<file path="config.mk">
export PLATFORM = sky130hd
export DESIGN_NAME = vec_dot_collector
export DESIGN_NICKNAME = d
export VERILOG_FILES = /design/src/rtl/vec_mul_pkg.sv /design/src/rtl/dot_acc.sv /design/src/rtl/vec_dot_collector.sv
export SDC_FILE = /design/constraint.sdc
export NUM_CORES = 1
export LEC_CHECK = 0
export ABC_AREA = 1
export CAP_MARGIN = 10
export CORE_AREA = 4 4 107 109
export DETAILED_ROUTE_END_ITERATION = 6
export DIE_AREA = 0 0 111 113
export PLACE_DENSITY = 0.65
export RECOVER_POWER = 50
export SYNTH_ARGS = -nofsm -noshare
export SYNTH_HDL_FRONTEND = slang
export SYNTH_HIERARCHICAL = 1
export SYNTH_SLANG_ARGS = --single-unit
</file>
<file path="constraint.sdc">
create_clock -name clk -period 4.1 [get_ports clk]
set_input_delay 0.615 -clock clk [delete_from_list [all_inputs] [get_ports clk]]
set_output_delay 0.615 -clock clk [all_outputs]
set_load 0.05 [all_outputs]
</file>
<file path="src/rtl/vec_mul_pkg.sv">
// Constants and collector state type shared by the index counter, multiplier array
// and dot-product collector.
package vec_mul_pkg;

  localparam int VEC_LEN = 64;
  localparam int DATA_W  = 16;
  localparam int IDX_W   = 7;
  localparam int ACC_W   = DATA_W + $clog2(VEC_LEN);

  localparam logic [IDX_W-1:0] LAST_IDX = IDX_W'(VEC_LEN - 1);

  typedef enum logic [1:0] {
    ST_IDLE,
    ST_ACCUM,
    ST_HOLD
  } coll_state_t;

  function automatic logic signed [ACC_W-1:0] sext(input logic [DATA_W-1:0] d);
    return {{(ACC_W - DATA_W){d[DATA_W-1]}}, d};
  endfunction

endpackage

</file>
<file path="src/rtl/dot_acc.sv">
// Signed ACC_W accumulator register with clear/load/add controls.
// The output is registered and updates one cycle after a control; clear has top priority.
module dot_acc
  import vec_mul_pkg::*;
(
  input  logic                    clk,
  input  logic                    rst,
  input  logic                    i_clr,
  input  logic                    i_load,
  input  logic                    i_add,
  input  logic [DATA_W-1:0]       i_data,
  output logic signed [ACC_W-1:0] o_acc
);

  logic signed [ACC_W-1:0] r_acc;
  logic signed [ACC_W-1:0] w_ext;

  assign w_ext = sext(i_data);

  always_ff @(posedge clk or posedge rst) begin
    if (rst) begin
      r_acc <= '0;
    end else if (i_clr) begin
      r_acc <= '0;
    end else if (i_load) begin
      r_acc <= w_ext;
    end else if (i_add) begin
      r_acc <= r_acc + w_ext;
    end
  end

  assign o_acc = r_acc;

endmodule

</file>
<file path="src/rtl/vec_dot_collector.sv">
// Collects VEC_LEN in-order indexed products into a dot product; the result appears the cycle
// after the last beat and is held (input stalled) until the downstream handshake.
module vec_dot_collector
  import vec_mul_pkg::*;
(
  input  logic                    clk,
  input  logic                    rst,
  input  logic                    in_valid,
  output logic                    in_ready,
  input  logic [IDX_W-1:0]        in_idx,
  input  logic [DATA_W-1:0]       in_data,
  output logic                    out_valid,
  input  logic                    out_ready,
  output logic signed [ACC_W-1:0] out_data,
  output logic                    busy,
  output logic                    err_seq
);

  coll_state_t             r_state;
  coll_state_t             w_next_state;
  logic [IDX_W-1:0]        r_exp_idx;
  logic                    r_err_seq;
  logic                    w_take;
  logic                    w_clr;
  logic                    w_load;
  logic                    w_add;
  logic                    w_err;
  logic signed [ACC_W-1:0] w_acc;

  assign in_ready  = (r_state != ST_HOLD);
  assign busy      = (r_state != ST_IDLE);
  assign out_valid = (r_state == ST_HOLD);
  assign out_data  = out_valid ? w_acc : '0;
  assign err_seq   = r_err_seq;
  assign w_take    = in_valid & in_ready;

  always_ff @(posedge clk or posedge rst) begin
    if (rst) begin
      r_state   <= ST_IDLE;
      r_exp_idx <= '0;
      r_err_seq <= 1'b0;
    end else begin
      r_state   <= w_next_state;
      r_err_seq <= w_err;
      if (w_load) begin
        r_exp_idx <= IDX_W'(1);
      end else if (w_add) begin
        r_exp_idx <= r_exp_idx + IDX_W'(1);
      end else if (w_clr) begin
        r_exp_idx <= '0;
      end
    end
  end

  // A bad index while accumulating aborts the vector; the offending beat never restarts one.
  always_comb begin
    w_next_state = r_state;
    w_clr        = 1'b0;
    w_load       = 1'b0;
    w_add        = 1'b0;
    w_err        = 1'b0;
    case (r_state)
      ST_IDLE: begin
        if (w_take) begin
          if (in_idx == '0) begin
            w_load       = 1'b1;
            w_next_state = (VEC_LEN == 1) ? ST_HOLD : ST_ACCUM;
          end else begin
            w_err = 1'b1;
          end
        end
      end
      ST_ACCUM: begin
        if (w_take) begin
          if (in_idx == r_exp_idx) begin
            w_add = 1'b1;
            if (in_idx == LAST_IDX) begin
              w_next_state = ST_HOLD;
            end
          end else begin
            w_err        = 1'b1;
            w_clr        = 1'b1;
            w_next_state = ST_IDLE;
          end
        end
      end
      ST_HOLD: begin
        if (out_ready) begin
          w_clr        = 1'b1;
          w_next_state = ST_IDLE;
        end
      end
      default: begin
        w_clr        = 1'b1;
        w_next_state = ST_IDLE;
      end
    endcase
  end

  dot_acc u_dot_acc (
    .clk    (clk),
    .rst    (rst),
    .i_clr  (w_clr),
    .i_load (w_load),
    .i_add  (w_add),
    .i_data (in_data),
    .o_acc  (w_acc)
  );

endmodule

</file>
==> results of run 1 <==
[cell type report]
| class | instances | area, sq um |
|---|---|---|
| Fill cell | 1145 | 6275 |
| Multi-Input combinational cell | 451 | 2315 |
| Inverter | 109 | 409.1 |
| Sequential cell | 32 | 800.8 |
| Tap cell | 140 | 175.2 |
| Clock inverter | 3 | 23.77 |
| Timing Repair Buffer | 54 | 535.5 |
| Clock buffer | 5 | 68.82 |
[registers in the layout, indices dropped and copies added (netlist names)]
register         flops
err_seq              1
r_exp_idx            7
r_state              2
u_dot_acc/o_acc     22
[kinds of logic after synthesis]
| group | share of synthesized area (%) |
|---|---|
| and+or+nand+nor | 46.54 |
| buffers and inverters | 13.39 |
| AOI/OAI and AO/OA | 5.635 |
| DFF | 22.26 |
| adders and majority gates | 8.209 |
| xor gates and xnor gates | 3.409 |
| muxes | 0.5565 |
[placed cells by master, fill, tap and decap left out]
cell type	n
nand4_2	1
nor2_1	78
dfrtp_1	32
a21o_1	1
nand2_1	206
clkbuf_8	5
o211ai_1	1
nand2_2	12
nand3_2	6
a21oi_2	3
o31ai_1	2
inv_1	100
o21ai_1	5
nor3_1	5
ha_1	22
nand4_1	9
o31ai_2	1
clkdlybuf4s50_1	46
nor2_4	8
xor2_1	12
a21oi_1	8
or2_1	2
xnor2_1	2
clkinv_4	1
nor2_2	8
nor4_1	1
fa_1	1
mux2i_1	2
inv_2	9
nor3_2	1
nand3_1	39
nor4_2	1
dlygate4sd3_1	6
and2_1	1
o21ai_0	13
clkinvlp_4	2
buf_4	2
[cell usage after synthesis (2+ instances only)]
cell      number  area, sq um
nand2_1      205        769.5
inv_1        100        375.4
nor2_1        78        292.8
nand3_1       39        195.2
dfrtp_1       32        800.8
ha_1          22        275.3
nand2_2       13        81.33
xor2_1        12        105.1
inv_2          9        33.78
nand4_1        9        56.30
o21ai_1        9        45.04
a21oi_1        8        40.04
nor2_2         8        50.05
nor2_4         8        90.09
o21ai_0        8        40.04
nand3_2        6        60.06
nor3_1         5        25.02
a21oi_2        3        26.28
buf_2          3        15.01
buf_6          2        22.52
clkbuf_1       2        7.510
clkbuf_8       2        27.53
mux2i_1        2        20.02
nor4_1         2        12.51
o31ai_1        2        15.01
or2_1          2        12.51
xnor2_1        2        17.52
[critical path: cells and delay by family, from the launching register on]
| kind | cells | cell delay (ns) |
|---|---|---|
| buffers and inverters | 3 | 1.16 |
| AND/OR/NAND/NOR | 2 | 0.37 |
| flip-flops | 1 | 0.46 |
[power by group through the flow]
stage | combinational (mW) | sequential, mW | clock (mW)
6_report | 1.41 | 0.516 | 0.262
5_1_grt | 1.60 | 0.529 | 0.284
4_1_cts | 1.42 | 0.516 | 0.277
3_5_place_dp | 1.41 | 0.522 | 0
3_3_place_gp | 1.39 | 0.518 | 0
2_1_floorplan | 1.10 | 0.507 | 0
[path summary, 6_finish.rpt]
path	cells after the start	end	start
max in group asynchronous	2	u_dot_acc/o_acc[15]	rst
min reg2reg	2	u_dot_acc/o_acc[10]	u_dot_acc/o_acc[10]
min	2	u_dot_acc/o_acc[10]	u_dot_acc/o_acc[10]
max	5	out_data[10]	r_state[1]
max reg2reg	12	u_dot_acc/o_acc[17]	r_exp_idx[2]
min in group asynchronous	2	r_exp_idx[3]	rst
[layer usage]
layer	vias up	global-route usage, %
met5	-	0
met4	0	4.762
met3	14	2.727
met2	86	27.79
met1	1703	18.38
li1	1943	-
==> out/metrics.csv, run 1 <==
metric,value,unit
IO Pins,53,
layout cells sized above 1,9.174,%
post-synthesis cell count,601,
crit-path max cell delay,0.83,ns
Synth Cell Area,3597,sq um
sequential power share,23.6,%
f_max,343.8,MHz
placed cells,786,
Routed WL per cell,12.18,microns
Post-synth ARST share,100.0,%
Cell variety after synth,35,
most common flop cell mapped by yosys,dfrtp_1,
fin crit period,2.909,ns
CP endpoint kind,output port,
overflow left after global routing,0,
Cell Rows,38,
initial drt markers,115,
pin count of the biggest net entering global routing,28,
clk sinks,32,
DR vias,3746,
H-tree depth,2,
DRT antenna net count,0,
die area,12540,sq um
Core ar.,10600,sq um
Max VDD drop,0.0001866,V
CTS tree,yes,
CTS root buffer,clkbuf_8,
met2 wire len,4752,microns
Total GRT Usage,15.30,%
Post-CTS Resized,0,
Starting Density,33.93,%
"Clk Latency, worst-skew pair",0.29,ns
Worst-Margin Slew,0.9526,ns
Crit Path Max Fanout,23,
critical path's slowest cell,clkdlybuf4s50_1,
vias per inst,4.718,
crit path cell chain,"inv_1, nor2_1, inv_2, nor2_1, clkdlybuf4s50_1",
sequential area share after synthesis,22.26,%
setup ws final,1.191,ns
DR WL met3,361,microns
reg2reg setup slack,1.70,ns
crit start category,register,
post-route insts no fill,794,
setup bufs post-CTS,0,
unrepaired setup endpoints after global routing,no,
Synth warnings,6,
Internal,1.039,mW
die span in x,111,microns
max_slew headroom,36.42,%
Clock Skew,0.009521,ns
antenna violations before repair,0,
"Hold-fix buffers, CTS",0,
Metal-1 WL,4383,microns
Yosys reg bits,32,
PnR Total Power,2.187,mW
switching power,1.148,mW
die height,113,microns
HP Class,register to register,
Final Max Tran Viols,0,
vias in the first global route,3553,
fin util,40.82,%
hold slack,0.5157,ns
DP Wirelength,7676,microns
MaxCap Viol Count,0,
first-pass GRT wire length,16130,microns
CTS Buffer Depth,2,
Post-Route WL,9673,microns
pre-CTS setup slack,1.079,ns
Setup TNS,0,ns
Critical Path AT,2.29,ns
power per standard cell area,505.4,nW/um^2
TritonCTS Buffers,5,
clock share of power,12.0,%
Static Leak,2.338,nW
RD Place Congestion,0.9039,
Placed Area,4242,sq um
layout net count,703,
Worst path most repeated cell,nor2_1,
Comb pwr share,64.4,%
number of setup violations in the final report,0,
Area Growth Syn to Fin,20.31,%
fin crit share,70.95,%
syn nets,651,
top routing layer used,met4,
"final std cell area, no fill",4328,sq um
number of port buffers,52,
Worst-path clk slew,0.08,ns
final-report hold violation count,0,
switch share,52.50,%
outcome,"complete, no violations",
Crit Path Class,register to output port,
mean area per synthesized cell,5.985,sq um
DRC,0,
number of flops mapped to enable cells by yosys,0,
total iterations of the first detailed-routing run,4,
CP required,3.48,ns
n_diodes,0,
Note: power is estimated with default switching activity, not from simulation.
==> run 2, diff against run 1 <==
- clock period: 4.1 -> 2.7 ns (I/O delays scaled with it)
==> run 2 against run 1 <==
Net effect: sequential power grew 51%; clock skew rose by 0.00090 ns; via count fell by 1.7%; sequential share of layout area decreased by 0.22 points; critical endpoint is now in_ready; largest cell class unchanged; largest power group unchanged; highest routed layer unchanged.
==> out/metrics.csv, run 2 (synthesis gave the netlist of run 1 again) <==
metric,value,unit,change
outcome,"complete, no violations",,unchanged
Critical Path AT,2.07,ns,was 2.29 ns
Comb pwr share,64.5,%,was 64.4%
Starting Density,33.93,%,unchanged
initial drt markers,144,,was 115
setup ws final,0.2230,ns,was 1.191 ns
DRC,0,,unchanged
Worst-path clk slew,0.08,ns,about the same
most frequent cells in the layout,"nand2_1 (206), inv_1 (101), nor2_1 (77)",,"was nand2_1 (206), inv_1 (100), nor2_1 (78)"
Static Leak,2.655,nW,was 2.338 nW
Clock Skew,0.01042,ns,was 0.009521 ns
met2 wire len,4760,microns,was 4752 microns
sequential power share,23.4,%,was 23.6%
die area,12540,sq um,unchanged
DR WL met3,282,microns,was 361 microns
Crit Path Class,register to output port,,unchanged
Internal,1.595,mW,was 1.039 mW
Crit Path Max Fanout,23,,unchanged
layout cells sized above 1,10.21,%,was 9.174%
area of the multi-input gates,2317,sq um,was 2315 sq um
placed cells,788,,was 786
die height,113,microns,unchanged
first-pass GRT wire length,16570,microns,was 16130 microns
"Hold-fix buffers, CTS",0,,unchanged
overflow left after global routing,0,,unchanged
f_max,403.7,MHz,
layout net count,705,,was 703
Max VDD drop,0.0002676,V,was 0.0001866 V
Worst-Margin Slew,1.312,ns,was 0.9526 ns
vias in the first global route,3671,,was 3553
crit start category,register,,unchanged
Final Max Tran Viols,0,,unchanged
DR vias,3681,,was 3746
max_slew headroom,12.56,%,was 36.42%
switch share,52.24,%,was 52.50%
setup bufs post-CTS,0,,unchanged
"leading cell type in the layout, fill and taps excluded",nand2_1,,unchanged
CTS tree,yes,,unchanged
Cell Rows,38,,unchanged
vias per inst,4.624,,was 4.718
Total GRT Usage,15.81,%,was 15.30%
H-tree depth,2,,unchanged
CP endpoint kind,output port,,unchanged
Post-CTS Resized,0,,unchanged
post-route insts no fill,796,,was 794
clk sinks,32,,unchanged
CTS Buffer Depth,2,,unchanged
Core ar.,10600,sq um,unchanged
hold path depth,2,,unchanged
sequential cell area,800.8,sq um,unchanged
antenna violations before repair,0,,unchanged
total iterations of the first detailed-routing run,4,,unchanged
reg2reg setup slack,0.38,ns,was 1.70 ns
IO Pins,53,,unchanged
power per standard cell area,762.7,nW/um^2,was 505.4 nW/um^2
n_diodes,0,,unchanged
TritonCTS Buffers,5,,unchanged
DP Wirelength,7681,microns,was 7676 microns
Routed WL per cell,12.23,microns,was 12.18 microns
reg2reg start,r_state[0],,was r_exp_idx[2]
final-report hold violation count,0,,unchanged
"Clk Latency, worst-skew pair",0.30,ns,was 0.29 ns
unrepaired setup endpoints after global routing,no,,unchanged
number of port buffers,52,,unchanged
DRT antenna net count,0,,unchanged
Metal-1 WL,4481,microns,was 4383 microns
number of flip-flops in the largest register,22,,unchanged
Area Growth Syn to Fin,21.74,%,was 20.31%
hold endpoint,u_dot_acc/o_acc[13],,was u_dot_acc/o_acc[10]
fin crit share,91.74,%,
switching power,1.745,mW,was 1.148 mW
PnR Total Power,3.340,mW,was 2.187 mW
RD Place Congestion,0.8946,,was 0.9039
top routing layer used,met4,,unchanged
die span in x,111,microns,unchanged
Reg2Reg Depth,8,,was 12
pin count of the biggest net entering global routing,28,,unchanged
HP Class,register to register,,unchanged
pre-CTS setup slack,0.07521,ns,was 1.079 ns
MaxCap Viol Count,0,,unchanged
worst reg2reg path endpoint,u_dot_acc/o_acc[15],,was u_dot_acc/o_acc[17]
hold_sp,u_dot_acc/o_acc[13],,was u_dot_acc/o_acc[10]
filler cell count,1136,,was 1145
clock share of power,12.1,%,was 12.0%
CTS root buffer,clkbuf_8,,unchanged
Post-Route WL,9734,microns,was 9673 microns
CP required,2.30,ns,was 3.48 ns
fin crit period,2.477,ns,
Setup TNS,0,ns,unchanged
number of setup violations in the final report,0,,unchanged
run 2: power groups by stage:
stage | clock network (mW) | logic [mW] | registers (mW)
floorplan | 0 | 1.68 | 0.771
global placement | 0 | 2.13 | 0.783
detailed placement | 0 | 2.16 | 0.792
CTS | 0.422 | 2.17 | 0.783
global route | 0.441 | 2.46 | 0.806
finish | 0.404 | 2.16 | 0.781
run 2: metrics by stage:
step	area [sq um]	hold slack, ns	util, %
after floorplan	3600	0.2452	-
after global placement	4257	0.4925	40.15
after detailed placement	4257	0.5018	40.15
after CTS	4349	0.4430	41.02
after global routing	4379	0.5479	41.30
final	4379	0.5183	41.30
run 2: layout make-up:
cell class | count | area share (%)
inverters | 109 | 9.343
multi-input cells | 451 | 52.91
clock buffers | 5 | 1.571
repair buffers | 56 | 13.34
flip-flops and latches | 32 | 18.29
well taps | 140 | 4.000
clock inverters | 3 | 0.5429
run 2: routing by layer:
| metal | GRT usage, % | vias to the layer above |
|---|---|---|
| met5 | 0 | - |
| met4 | 5.665 | 0 |
| met3 | 2.834 | 19 |
| met2 | 28.56 | 59 |
| met1 | 18.82 | 1660 |
| li1 | - | 1943 |
run 2: how the worst max path moves through the flow:
stage          startpoint                   to  slack [ns]  cells after the start
3_3_place_gp   in_data[0]  u_dot_acc/o_acc[14]        0.12                     13
5_1_grt        r_state[0]  u_dot_acc/o_acc[15]        0.03                      8
2_1_floorplan  r_state[1]         out_data[12]        0.26                      5
6_report       r_state[1]             in_ready        0.22                      4
4_1_cts        r_state[1]             in_ready        0.02                      4
3_5_place_dp     in_valid  u_dot_acc/o_acc[20]        0.08                      8
run 2: worst max-delay path, stage by stage, from the launching register on:
cell and delay [ns]:
dfrtp_1 0.45, inv_1 0.15, nor2_2 0.05, inv_1 0.59
dlymetal6s2s_1 0.52
==> RTL edit, RTL diff (settings of run 1) <==
Remove the register `r_err_seq`: a continuous assignment takes its place, so the output `err_seq` follows one clock earlier.
--- a/src/rtl/vec_dot_collector.sv
+++ b/src/rtl/vec_dot_collector.sv
@@ -38,10 +38,8 @@
     if (rst) begin
       r_state   <= ST_IDLE;
       r_exp_idx <= '0;
-      r_err_seq <= 1'b0;
     end else begin
       r_state   <= w_next_state;
-      r_err_seq <= w_err;
       if (w_load) begin
         r_exp_idx <= IDX_W'(1);
       end else if (w_add) begin
@@ -51,6 +49,8 @@
       end
     end
   end
+
+  assign r_err_seq = w_err;
 
   // A bad index while accumulating aborts the vector; the offending beat never restarts one.
   always_comb begin
Function: changed (a bounded check fails within 4 cycles, from zero or initial values and one cycle with rst high).
==> RTL edit against run 1 <==
  * Global-route usage increased by 0.29 points
  * Sequential cell count decreased by 1
  * Setup slack got worse by 0.30 ns
  * Clock skew decreased by 0.0061 ns
  * Area after synthesis unchanged
  * Wire length decreased by 1.9%
  * Total power decreased by 1.4%
  * Final area decreased by 0.66%
  * Largest cell class unchanged
==> RTL edit: results (changes against run 1) <==
CTS Buffer Depth 2 (unchanged); logic gate share of total power 64.6% (+0.2 points); # nets final 697 (-0.85%); vias in the first global route 3524 (-0.82%); Worst-Skew Late Latency 0.29 ns (about the same); Synth area leaders dfrtp_1 22%, nand2_1 21%, inv_1 11%, nor2_1 8.0%, ha_1 7.7%; Non-clock buffers, area share 12.3% (-0.092 points); Yosys warnings 6 (unchanged); n_diodes 0 (unchanged); hpwl dp 7470 um (-2.7%); DRT Wirelength 9490 um (-1.9%); drt first pass iters 5 (+1); Worst Tran Pin Value 1.12 ns (+0.168 ns); layout cells sized above 1 9.27% (+0.099 points); Clock buf/inv share 2.04% (-0.10 points); fillcell total 1117 (-2.4%); Place WS 0.963 ns (-0.116 ns); Seq/Total Area, Yosys 21.6% (-0.70 points); length of routed met3 wiring 444 um (+23%); Final Util 40.5% (-0.27 points); GP Congestion 0.901 (-0.34%); Syn Inst Count 596 (-0.83%); initial antenna violation count 0 (unchanged); H-tree depth 2 (unchanged); critical path fanouts, max 4 (-83%); Non-CTS buffers 53 (-1.9%); Distinct cells, synth 38 (+8.6%); Post-CTS Setup Repair Bufs 0 (unchanged); Cell Area, Placed 4230 um^2 (-0.35%); first-pass GRT wire length 16200 um (+0.43%); met3 Use GR 2.89% (+0.16 points); Peak VDD IR 0.146 mV (-22%); post-synthesis net count 646 (-0.77%); compound-gate portion of the synthesized area 5.53% (-0.10 points); Inst Count DP 780 (-0.76%); status completed; Logic inverters 112 (+2.8%); synth cell count leaders 206 x nand2_1, 103 x inv_1, 77 x nor2_1; clock sink count 31 (-3.1%); sequential power 0.503 mW (-3%); CP Data Arrival Time 2.59 ns (+0.30 ns); DR iter-0 viols 181 (+57%); P_int 1.05 mW (+1.1%); vias per cell 4.55 (-3.6%); Synth async-reset ratio 100% (unchanged); Pleak 2.38 nW (+1.7%); clk_skew 0.00343 ns (-0.00609 ns); NetSw 1.11 mW (-3.7%); met1 usage 19.3% (+0.90 points); GRT Total Usage 15.6% (+0.29 points); Met1 Routed Length 4320 um (-1.5%); fraction of area in multi-input gates 53.8% (+0.30 points); met2 wire len 4650 um (-2.2%); layout clock buffer count 6 (+1); Multi-Input Combinational 444 (-1.6%); Register Area 776 um^2 (-3.1%); met2 Use GR 28.0% (+0.24 points); Root Driver clkbuf_8; wire length per cell 12.1 um (-1.1%)
[RTL edit: worst paths after layout]
path | startpoint | endpoint | slack, ns | depth (start not counted)
max | in_idx[3] | err_seq | 0.89 | 8
min | u_dot_acc/o_acc[14]$_DFFE_PP0P_ | u_dot_acc/o_acc[14]$_DFFE_PP0P_ | 0.51 | 2
max reg2reg | r_exp_idx[3]$_DFFE_PP0P_ | u_dot_acc/o_acc[15]$_DFFE_PP0P_ | 1.40 | 11
min reg2reg | u_dot_acc/o_acc[14]$_DFFE_PP0P_ | u_dot_acc/o_acc[14]$_DFFE_PP0P_ | 0.51 | 2
max in group asynchronous | rst | u_dot_acc/o_acc[21]$_DFFE_PP0P_ | 2.43 | 2
min in group asynchronous | rst | r_exp_idx[2]$_DFFE_PP0P_ | 0.77 | 2
[RTL edit: critical path, cell delays in order]
cell and delay [ns]:
clkdlybuf4s50_1 0.52, inv_1 0.05, nand2_1 0.06, nand2_1 0.04, nand3_1 0.23, o21ai_2 0.12, o21ai_0 0.10, clkdlybuf4s50_1 0.84
